**config.mk**
```make
export PLATFORM = sky130hd
export DESIGN_NAME = imem_arbiter
export DESIGN_NICKNAME = d
export VERILOG_FILES = /design/src/rtl/imem_arbiter.sv
export SDC_FILE = /design/constraint.sdc
export NUM_CORES = 1
export LEC_CHECK = 0
export CAP_MARGIN = 20
export CORE_AREA = 2 2 155 157
export DETAILED_ROUTE_END_ITERATION = 8
export DIE_AREA = 0 0 157 159
export GPL_TIMING_DRIVEN = 0
export PLACE_DENSITY_LB_ADDON = 0.15
export SLEW_MARGIN = 15
export SYNTH_ARGS = -nofsm -noshare
export SYNTH_HDL_FRONTEND = slang
export SYNTH_SLANG_ARGS = --single-unit
```
**constraint.sdc**
```tcl
create_clock -name clk -period 2.05 [get_ports clk]
set_clock_uncertainty 0.15 [all_clocks]
set_input_delay 0.3075 -clock clk [delete_from_list [all_inputs] [get_ports clk]]
set_output_delay 0.3075 -clock clk [all_outputs]
set_load 0.005 [all_outputs]
```
**src/rtl/imem_arbiter.sv**
```systemverilog
// imem_arbiter: shares the dual-read-port instruction BRAM between the fetch unit and the debug/loader port.
// Build option IMEM_ARB_PERF_EN adds saturating fetch-deny and debug-force performance counters.

module imem_arbiter_checker (
  input logic clk,
  input logic reset,
  input logic f_gnt,
  input logic d_gnt
);
  // At most one requester may own the memory in any cycle.
  a_single_owner: assert property (@(posedge clk) disable iff (reset) !(f_gnt && d_gnt));
endmodule

module imem_arbiter #(
  parameter int XLEN         = 32,
  parameter int STARVE_LIMIT = 4
) (
  input  logic            clk,
  input  logic            reset,
  input  logic            f_req,
  input  logic [XLEN-1:0] f_addr0,
  input  logic [XLEN-1:0] f_addr1,
  output logic            f_gnt,
  output logic            f_rvalid,
  output logic [XLEN-1:0] f_rdata0,
  output logic [XLEN-1:0] f_rdata1,
  input  logic            d_halt,
  input  logic            d_req,
  input  logic            d_we,
  input  logic [XLEN-1:0] d_addr,
  input  logic [XLEN-1:0] d_wdata,
  output logic            d_gnt,
  output logic            d_rvalid,
  output logic [XLEN-1:0] d_rdata,
  output logic            m_ren,
  output logic            m_we,
  output logic [XLEN-1:0] m_addr0,
  output logic [XLEN-1:0] m_addr1,
  output logic [XLEN-1:0] m_wdata,
  input  logic [XLEN-1:0] m_rdata0,
  input  logic [XLEN-1:0] m_rdata1
`ifdef IMEM_ARB_PERF_EN
  ,
  output logic [31:0]     perf_fetch_deny,
  output logic [15:0]     perf_dbg_force
`endif
);

  typedef enum logic [1:0] {ST_RUN = 2'd0, ST_FORCE = 2'd1, ST_HALTED = 2'd2} state_e;
  typedef enum logic [1:0] {OWN_NONE = 2'd0, OWN_FETCH = 2'd1, OWN_DBG_RD = 2'd2} owner_e;

  localparam logic [3:0] STARVE_LAST = 4'(STARVE_LIMIT - 1);

  state_e          state_r, state_s;
  owner_e          resp_owner_r, resp_owner_s;
  logic [3:0]      starve_cnt_r, starve_cnt_s;
  logic            f_gnt_s, d_gnt_s, d_denied_s;
  logic [XLEN-1:0] f_hold0_r, f_hold1_r, d_hold_r;

  // Arbitration: grants, starvation tracking and next state.
  always_comb begin
    state_s      = state_r;
    starve_cnt_s = 4'd0;
    f_gnt_s      = 1'b0;
    d_gnt_s      = 1'b0;
    d_denied_s   = 1'b0;
    case (state_r)
      ST_RUN: begin
        f_gnt_s    = f_req;
        d_gnt_s    = d_req & ~f_req;
        d_denied_s = d_req & f_req;
        // Halt outranks a pending force; the force slot is simply dropped.
        if (d_halt) begin
          state_s = ST_HALTED;
        end else if (d_denied_s && (starve_cnt_r == STARVE_LAST)) begin
          state_s = ST_FORCE;
        end else if (d_denied_s) begin
          starve_cnt_s = starve_cnt_r + 4'd1;
        end else begin
          starve_cnt_s = 4'd0;
        end
      end
      ST_FORCE, ST_HALTED: begin
        d_gnt_s = d_req;
        if (d_halt) begin
          state_s = ST_HALTED;
        end else begin
          state_s = ST_RUN;
        end
      end
      default: begin
        state_s = ST_RUN;
      end
    endcase
  end

  assign f_gnt = f_gnt_s & ~reset;
  assign d_gnt = d_gnt_s & ~reset;

  // BRAM drive and owner of next cycle's read data.
  always_comb begin
    m_ren        = 1'b0;
    m_we         = 1'b0;
    m_addr0      = '0;
    m_addr1      = '0;
    m_wdata      = '0;
    resp_owner_s = OWN_NONE;
    if (f_gnt) begin
      m_ren        = 1'b1;
      m_addr0      = f_addr0;
      m_addr1      = f_addr1;
      resp_owner_s = OWN_FETCH;
    end else if (d_gnt && d_we) begin
      m_we    = 1'b1;
      m_addr0 = d_addr;
      m_wdata = d_wdata;
    end else if (d_gnt) begin
      m_ren        = 1'b1;
      m_addr0      = d_addr;
      m_addr1      = d_addr;
      resp_owner_s = OWN_DBG_RD;
    end else begin
      resp_owner_s = OWN_NONE;
    end
  end

  // State, starvation counter, response owner and held read data.
  always_ff @(posedge clk) begin
    if (reset) begin
      state_r      <= ST_RUN;
      starve_cnt_r <= 4'd0;
      resp_owner_r <= OWN_NONE;
      f_hold0_r    <= '0;
      f_hold1_r    <= '0;
      d_hold_r     <= '0;
    end else begin
      state_r      <= state_s;
      starve_cnt_r <= starve_cnt_s;
      resp_owner_r <= resp_owner_s;
      if (resp_owner_r == OWN_FETCH) begin
        f_hold0_r <= m_rdata0;
        f_hold1_r <= m_rdata1;
      end
      if (resp_owner_r == OWN_DBG_RD) begin
        d_hold_r <= m_rdata0;
      end
    end
  end

  // BRAM data is already registered, so it passes straight through in the response cycle.
  assign f_rvalid = (resp_owner_r == OWN_FETCH);
  assign d_rvalid = (resp_owner_r == OWN_DBG_RD);
  assign f_rdata0 = f_rvalid ? m_rdata0 : f_hold0_r;
  assign f_rdata1 = f_rvalid ? m_rdata1 : f_hold1_r;
  assign d_rdata  = d_rvalid ? m_rdata0 : d_hold_r;

`ifdef IMEM_ARB_PERF_EN
  logic [31:0] perf_fetch_deny_r;
  logic [15:0] perf_dbg_force_r;

  // Saturating counters for fetch stalls and forced debug slots.
  always_ff @(posedge clk) begin
    if (reset) begin
      perf_fetch_deny_r <= 32'd0;
      perf_dbg_force_r  <= 16'd0;
    end else begin
      if (f_req && !f_gnt && (perf_fetch_deny_r != 32'hFFFF_FFFF)) begin
        perf_fetch_deny_r <= perf_fetch_deny_r + 32'd1;
      end
      if ((state_s == ST_FORCE) && (state_r != ST_FORCE) && (perf_dbg_force_r != 16'hFFFF)) begin
        perf_dbg_force_r <= perf_dbg_force_r + 16'd1;
      end
    end
  end

  assign perf_fetch_deny = perf_fetch_deny_r;
  assign perf_dbg_force  = perf_dbg_force_r;
`endif

  imem_arbiter_checker u_checker (
    .clk   (clk),
    .reset (reset),
    .f_gnt (f_gnt),
    .d_gnt (d_gnt)
  );

endmodule

```
* After elaboration in Yosys (flattened, before gate mapping)
Cells that the tools add are included.
** Word-level totals
- Output and inout port bits :: 198
- Bits of input ports :: 198
- Flip-flop bits (word level) :: 104
** Operators by class
- Equal/unequal tests :: 6
- Bitwise gates (word level) :: 8
- Reduce and logical (&&, ||, !) cells :: 6
- $add $sub $neg :: 1
- Muxes and demuxes :: 24
** Operators with widths (count)
- $mux 32 :: 10
- $mux 1 :: 8
- $mux 2 :: 4
- $reduce_or 5->1 :: 1
- $add 4x1->4 const B :: 1
- $and 1x1->1 :: 4
- $eq 2x1->1 const B :: 2
- $eq 2x2->1 const B :: 2
- $eq 4x2->1 const B :: 1
- $not 1->1 :: 4
- $pmux 2 s2 :: 1
- $ne 3x3->1 const B :: 1
- $reduce_or 3->1 :: 1
- $logic_and 1x1->1 :: 2
- $logic_not 2->1 :: 1
- $pmux 1 s2 :: 1
- $reduce_or 2->1 :: 1

* Logic depth before layout (Yosys ltp)
- Depth after elaboration :: 7
- Gate-level depth with buffers :: 8
- Gate-level depth less buffers :: 6

* Least setup slack after synthesis
Ideal clock, no wire load.
- Kind :: register to output
- Start point :: reg state_r[0]
- End point :: out m_addr1[23]
- Slack :: 0.177 ns
- Cell stages (with the launch flop) :: 7
- Path buffers :: 1
- Data required time :: 1.592 ns
- Arrival time :: 1.416 ns
- Cells stage by stage :: dfxtp_1 > inv_1 > ha_1 > nor2b_2 > o211ai_2 > clkbuf_1 > o21ai_0
** On the way
- Cells in the longest elaborated chain, start to end :: 7
** RTL lines
- from (decl) :: line 54 : state_e state_r, state_s;
- from (signal assigned) :: line 137 : state_r <= state_s;
- $eq 2x1->1 or $eq 2x2->1 (tied branches) :: line 67 : case (state_r)
- $reduce_or 2->1 :: line 67
- $pmux 1 s2 :: line 67
- $and 1x1->1 :: line 98 : assign d_gnt = d_gnt_s & ~reset;
- $mux 32 or $logic_and 1x1->1 (tied branches) :: line 117, 113
- $mux 32 :: line 113 : end else if (d_gnt && d_we) begin
- $mux 32 * :: line 108 : if (f_gnt) begin
- to (decl) :: line 38 : output logic [XLEN-1:0] m_addr1,
Mark *: on every way between the ends. The rest lies on a longest branch, timed or not.

* Worst setup path in the final report
- Start point :: reg resp_owner_r[0]
- End point :: out f_rdata0[30]
** On the way
- Cells in the longest elaborated chain, start to end :: 2
** RTL lines
- from (decl) :: line 55 : owner_e resp_owner_r, resp_owner_s;
- from (signal assigned) :: line 139 : resp_owner_r <= resp_owner_s;
- $eq 2x1->1 :: line 151 : assign f_rvalid = (resp_owner_r == OWN_FETCH);
- $mux 32
- to (decl) :: line 25 : output logic [XLEN-1:0] f_rdata0,
Every way passes these cells.

==> flow_metrics.py <==
metrics = {
    "floorplan": {
        "core_um2": 23200,
        "ios": 396,
        "die_x_um": 157,
        "row_count": 56,
        "initial_core_util": 0.222,
        "die_area_um2": 25000,
        "die_y_um": 159,
    },
    "placement": {
        "gp_congestion": 0.887,
        "io_buffers": 394,
        "dp.cells": 1281,
        "dp.final_hpwl_um": 17700,
    },
    "yosys": {
        "ys.warnings.count": 0,
        "avgSynthCellArea_um2": 9.07,
        "netlist_instances": 568,
        "yosysSeqAreaShare": 0.404,
        "ys_seq_elements": 104,
        "netlist_area_um2": 5150,
        "syn-num-nets": 769,
        "synth_cell_type_count": 32,
    },
    "timing": {
        "rsz0062_at_grt": "true",
        "finalCritPeriodShare": 1.20,
        "hold_viol": 0,
        "setup_slack_ns": -0.405,
        "slew_headroom": 0.623,
        "tightest_slew_ns": 0.566,
        "slew_violations": 0,
        "fin_crit_ns": 2.45,
        "setup_viol": 185,
        "tns_ns": -41.50,
        "fmax_mhz": 407,
    },
    "setup_path": {
        "cp-start-kind": "flop",
        "r2r_start": "resp_owner_r[0]",
        "crit_top_cell": "buf_6",
        "slowest_delay_ns": 0.33,
        "arrival_ns": 2.00,
        "cp_top_family": "buffers and inverters",
        "rr_worst_depth": 9,
        "r2r_end": "f_hold0_r[25]",
        "worstPathRequired_ns": 1.59,
        "cp_max_fo": 6,
        "crit_chain": "nor2b_4 -> buf_12 -> buf_12 -> buf_8 -> buf_6 -> buf_6 -> buf_6 -> mux2_4 -> buf_6",
        "cp-end-kind": "output pin",
        "critical_path.slowest_cell": "dfxtp_2",
        "path_class": "flop to output pin",
        "reg2reg_slack_ns": 0.10,
        "critPathLaunch": "resp_owner_r[0]",
        "path_buf_inv": 7,
    },
    "clocking": {
        "htree_levels": 3,
        "clk_pin_slew_worst_paths_ns": 0.07,
        "insertion_delay_ns": 0.35,
        "cts_tree": "done",
        "hold_buffers": 0,
        "cts_buffers": 9,
        "numClockSinks": 104,
        "clk_path_buf_depth": 2,
        "root_buffer": "clkbuf_16",
    },
    "global_route": {
        "grt_max_degree": 19,
        "grt_pass1_wl_um": 34400,
        "grt_antenna_before_repair": 2,
        "grt_pass1_vias": 5903,
        "grt_usage": 0.180,
        "grt-ovfl-total": 0,
    },
    "final_layout": {
        "area_delta_synth_final_pct": 121,
        "fin_cells": 1396,
        "fin_nets": 1271,
        "drive_gt1_frac": 0.483,
    },
    "drt": {
        "drt_iter0_drc": 143,
        "finalWirelength_um": 23800,
        "ant_nets": 0,
        "drtPass1Iterations": 4,
        "drc": 0,
        "post_drt_via_cell_ratio": 4.17,
        "vias": 5822,
        "wl_per_cell_um": 17.1,
    },
    "hold_path": {
        "hold_path.class": "input pin to flop",
        "worstHoldStart": "reset",
        "min_to": "state_r[0]",
        "whs_path_depth": 4,
    },
    "power_and_ir_drop": {
        "ir_worst_vdd_mv": 0.347,
        "powerDensity_nw_per_um2": 503,
        "p_leak_uw": 0.00527,
    },
    "job": {
        "drv_cap": 0,
    },
    "run_status": {
        "violations": "setup timing",
        "status": "complete, but fails checks",
    },
}
## through the flow
stage               utilization  power (uW)  hold WS (ns)  cell area (um^2)  worst slack, ns
CTS                       0.474        5700         0.233             11000           -0.400
floorplan                     -        2600         0.253              5150            0.177
global route              0.490        5980         0.283             11400           -0.477
global placement          0.409        3560         0.303              9490           -0.911
detailed placement        0.409        3560         0.304              9490           -0.897
finish                    0.490        5710         0.243             11400           -0.405
## routing by layer
| metal | up-vias | track usage | wire, um |
|---|---|---|---|
| li1 | 2871 | - | - |
| met1 | 2667 | 0.188 | 8790 |
| met2 | 240 | 0.318 | 12000 |
| met3 | 44 | 0.0618 | 2000 |
| met4 | 0 | 0.0909 | 1040 |
| met5 | - | 0 | 0 |
## registers in the layout (all words and copies together), names as in the netlist
name,cells
state_r,2
d_hold_r,32
f_hold0_r,32
resp_owner_r,2
starve_cnt_r,4
f_hold1_r,32
## power breakdown
| part | total [uW] | internal (uW) | switching, uW |
|---|---|---|---|
| logic | 1770 | 1120 | 647 |
| clock network | 1830 | 997 | 831 |
| registers | 2120 | 2090 | 21.2 |
| total | 5710 | 4210 | 1500 |
## cells in the final DEF, fill, tap and decap left out, drive strengths merged
cell           instances
o31ai                  1
ha                     3
clkinvlp               2
o21ai                 65
nor3                   1
clkbuf                41
nor2b                 98
clkdlybuf4s15          5
nand3                  2
bufinv                 1
and4bb                 1
mux2                  96
o2111a                 1
nand2                 98
xor2                   1
nand2b                 2
dlymetal6s2s           3
nand3b                 2
clkdlybuf4s50        195
and2                  33
nor3b                  3
inv                   10
a211oi                 1
o211ai                 2
dfxtp                104
buf                  294
diode                  2
dlygate4sd2            4
a21oi                  3
clkinv                 1
nor2                   2
## Yosys cell counts, drive strengths merged
cell      n  area share
ha        3      0.0073
o2111a    1      0.0024
buf      22       0.029
clkbuf   19       0.014
inv       8      0.0058
o21ai    65       0.064
nor2      2      0.0015
nand2b    2      0.0024
nor2b    98        0.12
and4bb    1      0.0024
a211oi    1      0.0015
and2     33       0.040
nor3b     3      0.0066
mux2     96        0.21
xor2      1      0.0017
nand3     2      0.0019
dfxtp   104        0.40
o211ai    2      0.0039
nor3      1     0.00097
o31ai     1      0.0015
a21oi     3      0.0029
nand2    98       0.071
nand3b    2      0.0053
## kinds of logic after synthesis
group,share of synthesized area
muxes,0.210
xor gates and xnor gates,0.00170
buffers and inverters,0.0486
AOI/OAI and AO/OA,0.0760
and+or+nand+nor,0.252
adders and majority gates,0.00729
DFF,0.404
## worst register-to-register path: cells and delay by family, from the launching register on
kind,cells,cell delay (ns)
buffers and inverters,6,0.69
AND/OR/NAND/NOR,2,0.35
flip-flops,1,0.33
multiplexers,1,0.30
## worst max path at each step
| stage | cells after the start | slack, ns | end |
|---|---|---|---|
| CTS | 8 | -0.40 | m_addr1[24] |
| floorplan | 6 | 0.18 | m_addr1[23] |
| finish | 9 | -0.40 | f_rdata0[30] |
| global placement | 6 | -0.91 | m_addr1[12] |
| global route | 8 | -0.48 | m_addr0[29] |
| detailed placement | 6 | -0.90 | m_addr1[12] |
## layout make-up
cell class,count,area [um^2]
Fill cell,2253,11800
Timing Repair Buffer,495,4680
Multi-Input combinational cell,415,3420
Sequential cell,104,2090
Buffer,37,424
Tap cell,319,399
Clock buffer,10,239
Clock inverter,6,73.8
Inverter,8,30.0
Antenna cell,2,5.00
## what timing repair did
action | in CTS | in global routing
gates resized for setup | 1077 | 156
pin swaps | 36 | 31
buffers inserted | 76 | 24
setup endpoints to repair | 198 | 196
cloned | 8 | 2
Note: power is estimated with default switching activity, not from simulation.
